===== src/rtl/semaforo_ctrl.sv =====
// Traffic-light phase controller: VERDE/AMARELO/VERMELHO with an
// optional PEDESTRE phase, driving a 2-bit phase code {A,B}.
// Ports: clk, rst_n (async low), en (advance), ped_req (button)
//        A/B (phase code), ped_pend (latched request), phase_tick
module semaforo_ctrl #(
  parameter int unsigned T_VERDE    = 8,
  parameter int unsigned T_AMARELO  = 3,
  parameter int unsigned T_VERMELHO = 6,
  parameter int unsigned T_PEDESTRE = 5
) (
  input  logic clk,
  input  logic rst_n,
  input  logic en,
  input  logic ped_req,
  output logic A,
  output logic B,
  output logic ped_pend,
  output logic phase_tick
);

  typedef enum logic [1:0] {
    VERDE    = 2'b00,
    AMARELO  = 2'b01,
    VERMELHO = 2'b10,
    PEDESTRE = 2'b11
  } state_t;

  localparam logic [15:0] LD_V = 16'(T_VERDE - 1);
  localparam logic [15:0] LD_A = 16'(T_AMARELO - 1);
  localparam logic [15:0] LD_R = 16'(T_VERMELHO - 1);
  localparam logic [15:0] LD_P = 16'(T_PEDESTRE - 1);

  state_t      state_q, state_d;
  logic [15:0] cnt_q, cnt_d;
  logic        pend_q, pend_d;
  logic        tick_q, tick_d;
  logic        done;
  logic        serve;

  always_comb begin
    state_d = state_q;
    cnt_d   = cnt_q;
    tick_d  = 1'b0;
    serve   = 1'b0;
    done    = en && (cnt_q == 16'd0);
    if (done) begin
      tick_d = 1'b1;
      unique case (state_q)
        VERDE: begin
          state_d = AMARELO;
          cnt_d   = LD_A;
        end
        AMARELO: begin
          state_d = VERMELHO;
          cnt_d   = LD_R;
        end
        VERMELHO: begin
          // registered flag only: a press on this edge waits a cycle
          if (pend_q) begin
            state_d = PEDESTRE;
            cnt_d   = LD_P;
            serve   = 1'b1;
          end else begin
            state_d = VERDE;
            cnt_d   = LD_V;
          end
        end
        PEDESTRE: begin
          state_d = VERDE;
          cnt_d   = LD_V;
        end
        default: begin
          state_d = VERDE;
          cnt_d   = LD_V;
        end
      endcase
    end else if (en) begin
      cnt_d = cnt_q - 16'd1;
    end
  end

  // entering PEDESTRE clears the flag even if the button is held
  always_comb begin
    pend_d = pend_q;
    if (serve)        pend_d = 1'b0;
    else if (ped_req) pend_d = 1'b1;
  end

  always_ff @(posedge clk or negedge rst_n) begin
    if (!rst_n) begin
      state_q <= VERDE;
      cnt_q   <= LD_V;
      pend_q  <= 1'b0;
      tick_q  <= 1'b0;
    end else begin
      state_q <= state_d;
      cnt_q   <= cnt_d;
      pend_q  <= pend_d;
      tick_q  <= tick_d;
    end
  end

  assign A          = state_q[1];
  assign B          = state_q[0];
  assign ped_pend   = pend_q;
  assign phase_tick = tick_q;

endmodule


===== config.mk =====
export PLATFORM = sky130hd
export DESIGN_NAME = semaforo_ctrl
export DESIGN_NICKNAME = d
export VERILOG_FILES = /design/src/rtl/semaforo_ctrl.sv
export SDC_FILE = /design/constraint.sdc
export NUM_CORES = 1
export LEC_CHECK = 0
export CAP_MARGIN = 20
export CELL_PAD_IN_SITES_DETAIL_PLACEMENT = 1
export CELL_PAD_IN_SITES_GLOBAL_PLACEMENT = 2
export CORE_UTILIZATION = 37
export CTS_BUF_LIST = sky130_fd_sc_hd__clkbuf_16
export DETAILED_ROUTE_END_ITERATION = 16
export PLACE_DENSITY_LB_ADDON = 0.1
export SLEW_MARGIN = 20
export SYNTH_ARGS = -nofsm -noshare
export SYNTH_HDL_FRONTEND = slang
export SYNTH_SLANG_ARGS = --single-unit

===== constraint.sdc =====
create_clock -name clk -period 2.2 [get_ports clk]
set_input_delay 0.33 -clock clk [delete_from_list [all_inputs] [get_ports clk]]
set_output_delay 0.33 -clock clk [all_outputs]
set_load 0.005 [all_outputs]

==> impl_metrics.env, run 1 <==
export IMPL_netlist_instances=104
export IMPL_synthTopCellsByArea="dfrtp_1, dfstp_2, xor2_1"
export IMPL_syn_to_final_growth_pct=20.8
export IMPL_clkSinkCount=20
export IMPL_maxSlewHeadroom_pct=70.9
export IMPL_synth_top_cell_area_share_pct=39.3
export IMPL_worst_r2r_endpoint="state_q[1]"
export IMPL_power_density_mw_per_mm2=1270
export IMPL_ir_drop_mv=0.838
export IMPL_cts_buffers=3
export IMPL_clockBufferDepth=2
export IMPL_dieArea_mm2=0.00315
export IMPL_drive_gt1_share_pct=17.5
export IMPL_insertedDiodeCount=0
export IMPL_routed_wl_um=2620
export IMPL_use_met1_pct=23.6
export IMPL_die_w_um=56.1
export IMPL_grt_max_degree=21
export IMPL_tightest_slew_ns=0.430
export IMPL_fmax_mhz=533
export IMPL_power_mw=1.67
export IMPL_yosysTopAreaCell="dfrtp_1"
export IMPL_rows=19
export IMPL_syn_nets=110
export IMPL_ioPinCount=8
export IMPL_multi_input_area_um2=542
export IMPL_port_buffers=7
export IMPL_cap_violations=0
export IMPL_drt_initial_drc_count=16
export IMPL_fin_crit_ns=1.88
export IMPL_post_cts_buffers=0
export IMPL_status="finished clean"
export IMPL_drt_pass1_iter_count=4
export IMPL_use_met2_pct=34.5
export IMPL_arrival_ns=2.02
export IMPL_drv_slew=0
export IMPL_grt_use_total_pct=19.7
export IMPL_num_nets_final=127
export IMPL_cp_end_kind="flip-flop"
export IMPL_ys_ff_latch=20
export IMPL_synth_seq_area_share_pct=46.5
export IMPL_hpwl_um=1840
export IMPL_grt_pass1_wl_um=4730
export IMPL_synth_commonest_cells="dfrtp_1, nor2_1, xor2_1"
export IMPL_cts_tree="built"
export IMPL_core_mm2=0.00276
export IMPL_syn_area_mm2=0.00108
export IMPL_htreeDepth=1
export IMPL_placed_area_mm2=0.00123
export IMPL_cp_startpoint="cnt_q[8]"
export IMPL_avgSynthCellArea_um2=10.4
export IMPL_dieHeight_um=56.1
export IMPL_worstSkewPairLatency_ns=0.25
export IMPL_clk_pin_slew_worst_paths_ns=0.06
export IMPL_fin_area_mm2=0.00131
export IMPL_gp_congestion=0.706
export IMPL_grt_overflow=0
export IMPL_worst_path_max_fanout=8
export IMPL_ys_types=38
export IMPL_met3_usage_pct=3.49
export IMPL_cts_root_buf="clkbuf_16"
export IMPL_initial_utilization_pct=39.3
export IMPL_synth_async_sr_flop_share_pct=100
export IMPL_cts_resized=0
export IMPL_holdBufCountCts=0
export IMPL_hold_violations=0
export IMPL_synth_ff_type="dfrtp_1"
export IMPL_fin_crit_sh_pct=85.3
export IMPL_worstSetupStartpointType="flip-flop"
export IMPL_reg2regPathDepth=4
export IMPL_drc=0
export IMPL_finalClockSkew_ns=0.00130
export IMPL_fillers=313
export IMPL_synth_edf_count=0
export IMPL_ant_nets=0
export IMPL_grt_setup_unrepaired="no"
export IMPL_worstPathRequired_ns=2.34
export IMPL_grt_busiest_layer="met2"
export IMPL_viasPerCell=5.64
export IMPL_antenna_found_initial=0
export IMPL_synth_most_common_cell="dfrtp_1"
export IMPL_p_leak_nw=0.537
export IMPL_ff_latch_area_um2=504
export IMPL_grt_pass1_vias=972
export IMPL_endpoint="state_q[1]"
export IMPL_path_class="flip-flop to flip-flop"
export IMPL_vias=851
export IMPL_hold_class="primary input to async pin"
export IMPL_synth_warning_count=0
export IMPL_reg2reg_from="cnt_q[8]"
export IMPL_fin_tns_setup_ns=0
export IMPL_wire_per_inst_um=17.3
export IMPL_reg2reg_setup_slack_ns=0.32
export IMPL_setup_violations=0
==> routing by layer <==
layer | part of all wire [%] | wire length [um]
met1 | 46 | 1210
met2 | 51 | 1330
met3 | 1.5 | 40
met4 | 1.4 | 36
met5 | 0 | 0
==> layout by cell type, fill, tap and decap left out, types with 3 or more instances in the layout <==
cell / synthesis / final
inv_1: 4 / 4
nand3_1: 4 / 4
dfstp_2: 3 / 3
a21oi_1: 3 / 3
buf_4: 1 / 8
o21ai_0: 6 / 6
xor2_1: 9 / 9
clkdlybuf4s50_1: 0 / 7
nor2_1: 16 / 16
nand2_1: 4 / 4
clkbuf_16: 0 / 3
nand3b_1: 3 / 3
dfrtp_1: 17 / 17
nand4_1: 3 / 3
==> registers in the layout (all words and copies together) (netlist names) <==
signal and count:
state_q 2, ped_pend 1, phase_tick 1, cnt_q 16
==> final cells by class <==
class,instances,area share (%)
multi-input combinational,77,41.4
sequential,20,38.5
timing repair buffer,15,9.94
clock buffer,3,5.74
tap,31,2.96
inverter,4,1.15
clock inverter,1,0.287
==> cells by family (layout without fill, tap and decap cells) <==
| kind of cell | Yosys count | after routing | synth area share (%) |
|---|---|---|---|
| DFF | 20 | 20 | 46.5 |
| xor gates and xnor gates | 10 | 10 | 8.08 |
| buffers and inverters | 7 | 23 | 3.46 |
| adders and majority gates | 2 | 2 | 2.31 |
| muxes | 1 | 1 | 1.39 |
| AOI/OAI and AO/OA | 18 | 18 | 11.0 |
| and+or+nand+nor | 46 | 46 | 27.3 |
==> worst min-delay path by stage <==
| stage | to |
|---|---|
| 2_1_floorplan | cnt_q[10] |
| 3_3_place_gp | cnt_q[12] |
| 3_5_place_dp | cnt_q[12] |
| 4_1_cts | cnt_q[15] |
| 5_1_grt | cnt_q[14] |
| 6_report | cnt_q[15] |
==> worst max-delay path, stage by stage, from the launching register on <==
cell and delay (ns):
dfrtp_1 0.44, nor4_4 0.48, nand4b_1 0.27, nor2_4 0.25
mux2_4 0.32
==> where the power goes <==
| group | leakage (nW) | switching (mW) | internal (mW) |
|---|---|---|---|
| logic | 0.256 | 0.278 | 0.279 |
| clock network | 0.0385 | 0.141 | 0.242 |
| registers | 0.242 | 0.201 | 0.527 |
| total | 0.537 | 0.620 | 1.05 |
==> per-stage QoR <==
step	std cells	utilization [%]	worst slack [ns]	hold WS (ns)
2_1_floorplan	104	-	0.495	0.0344
3_3_place_gp	147	44.6	0.260	0.572
3_5_place_dp	147	44.6	0.214	0.571
4_1_cts	151	47.5	0.322	0.430
5_1_grt	151	47.5	0.192	0.461
6_report	151	47.5	0.323	0.420
Power figures use the tool's default switching activity.
==> run 2, diff against run 1 <==
CORE_ASPECT_RATIO = 2   (was default)
CTS_CLUSTER_SIZE = 10   (was default)
==> run 2 against run 1 <==
Routed wire length grew 5.0%; combinational power about the same; clock skew up 0.0011 ns; largest power group unchanged; first-iteration DRC count decreased by 50%.
==> impl_metrics.env, run 2 (synthesis results as in run 1) <==
export IMPL_dr_max_layer_used="met4"
export IMPL_met1_length_um=1070
export IMPL_top_register="cnt_q"
export IMPL_path_buf_inv=1
export IMPL_num_nets_final=127
export IMPL_hpwl_um=2100
export IMPL_clkSinkCount=20
export IMPL_worstPathRequired_ns=2.34
export IMPL_fin_crit_ns=1.84
export IMPL_layout_commonest_cell="dfrtp_1"
export IMPL_status="finished clean"
export IMPL_drt_pass1_iter_count=5
export IMPL_reg2regPathDepth=6
export IMPL_reg2reg_setup_slack_ns=0.36
export IMPL_grt_pass1_wl_um=4420
export IMPL_hold_violations=0
export IMPL_ioPinCount=8
export IMPL_drt_initial_drc_count=8
export IMPL_core_mm2=0.00277
export IMPL_port_buffers=7
export IMPL_worstSkewPairLatency_ns=0.25
export IMPL_worst_r2r_endpoint="state_q[1]"
export IMPL_largest_reg_flops=16
export IMPL_cap_violations=0
export IMPL_grt_max_degree=12
export IMPL_drc=0
export IMPL_drive_gt1_share_pct=17.5
export IMPL_insertedDiodeCount=0
export IMPL_reg_top3="cnt_q: 16 flops, state_q: 2 flops"
export IMPL_dieArea_mm2=0.00316
export IMPL_dieHeight_um=78.5
export IMPL_crit_chain="inv_1 -> ha_1 -> nand2b_1 -> or4_4 -> nor2_4 -> mux2_4"
export IMPL_path_class="flip-flop to flip-flop"
export IMPL_syn_to_final_growth_pct=20.6
export IMPL_initial_utilization_pct=39.1
export IMPL_cts_buffers=3
export IMPL_htreeDepth=1
export IMPL_fillers=319
export IMPL_slowest_delay_ns=0.46
export IMPL_grt_use_total_pct=20.7
export IMPL_viasPerCell=5.70
export IMPL_cts_resized=0
export IMPL_cp_end_kind="flip-flop"
export IMPL_worstSetupStartpointType="flip-flop"
export IMPL_wl_met3_um=42
export IMPL_clk_pin_slew_worst_paths_ns=0.06
export IMPL_cpMaxStageDelayCell="or4_4"
export IMPL_crit_family="simple AND/OR/NAND/NOR gates"
export IMPL_grt_pass1_vias=878
export IMPL_power_mw=1.67
export IMPL_cts_tree="built"
export IMPL_holdBufCountCts=0
export IMPL_antenna_found_initial=0
export IMPL_drv_slew=0
export IMPL_fmax_mhz=544
export IMPL_power_density_mw_per_mm2=1280
export IMPL_p_leak_nw=0.537
export IMPL_maxSlewHeadroom_pct=66.7
export IMPL_cts_root_buf="clkbuf_16"
export IMPL_wire_per_inst_um=18.4
export IMPL_fin_crit_sh_pct=83.6
export IMPL_final_cell_mix="dfrtp_1, nor2_1, xor2_1, buf_4, clkdlybuf4s50_1"
export IMPL_post_cts_buffers=0
export IMPL_hold_class="primary input to async pin"
export IMPL_setup_violations=0
export IMPL_finalClockSkew_ns=0.00240
export IMPL_worst_path_max_fanout=7
export IMPL_gp_congestion=0.815
export IMPL_fin_tns_setup_ns=0
export IMPL_tightest_slew_ns=0.498
export IMPL_rows=27
export IMPL_clockBufferDepth=2
export IMPL_arrival_ns=1.98
export IMPL_dr_wl_met2_um=1590
export IMPL_ant_nets=0
export IMPL_vias=850
export IMPL_routed_wl_um=2750
export IMPL_ir_drop_mv=0.738
export IMPL_reg2reg_from="cnt_q[0]"
export IMPL_grt_overflow=0
export IMPL_die_w_um=40.3
export IMPL_grt_setup_unrepaired="no"
## run 2: cell counts in the layout (fill, tap and decap cells not counted)
No cell type changed its count.
## run 2: final cells by class
type | instances | area, um^2 | area share [%]
Clock buffer | 3 | 75.1 | 5.75
Clock inverter | 1 | 3.75 | 0.287
Tap cell | 29 | 36.3 | 2.78
Sequential cell | 20 | 504 | 38.6
Inverter | 4 | 15.0 | 1.15
Multi-Input combinational cell | 77 | 542 | 41.5
Timing Repair Buffer | 15 | 130 | 9.96
## run 2: report_power, final
part | internal [mW] | switching (mW)
clock | 0.242 | 0.139
sequential | 0.526 | 0.202
combinational | 0.280 | 0.279
## run 2: how the worst max path moves through the flow
stage,end,startpoint,slack [ns],cells past startpoint
floorplan,state_q[1],cnt_q[0],0.50,6
global placement,state_q[1],en,0.23,5
detailed placement,state_q[1],en,0.20,5
CTS,state_q[1],cnt_q[0],0.34,6
global route,cnt_q[2],cnt_q[0],0.25,7
finish,state_q[1],cnt_q[0],0.36,6
## run 2: per-layer routing
metal / track usage (%) / vias up
li1: - / 411
met1: 22.8 / 422
met2: 37.4 / 13
met3: 1.41 / 4
met4: 8.00 / 0
met5: 0 / -
## run 2: stage by stage
stage / instance area (um^2) / hold slack (ns) / std cells / util (%) / setup slack [ns]
after detailed placement: 1230 / 0.581 / 145 / 44.3 / 0.197
final: 1310 / 0.410 / 149 / 47.2 / 0.360
after global routing: 1310 / 0.448 / 149 / 47.2 / 0.248
after floorplan: 1080 / 0.0344 / 104 / - / 0.495
after global placement: 1230 / 0.561 / 145 / 44.3 / 0.226
after CTS: 1310 / 0.432 / 149 / 47.2 / 0.335
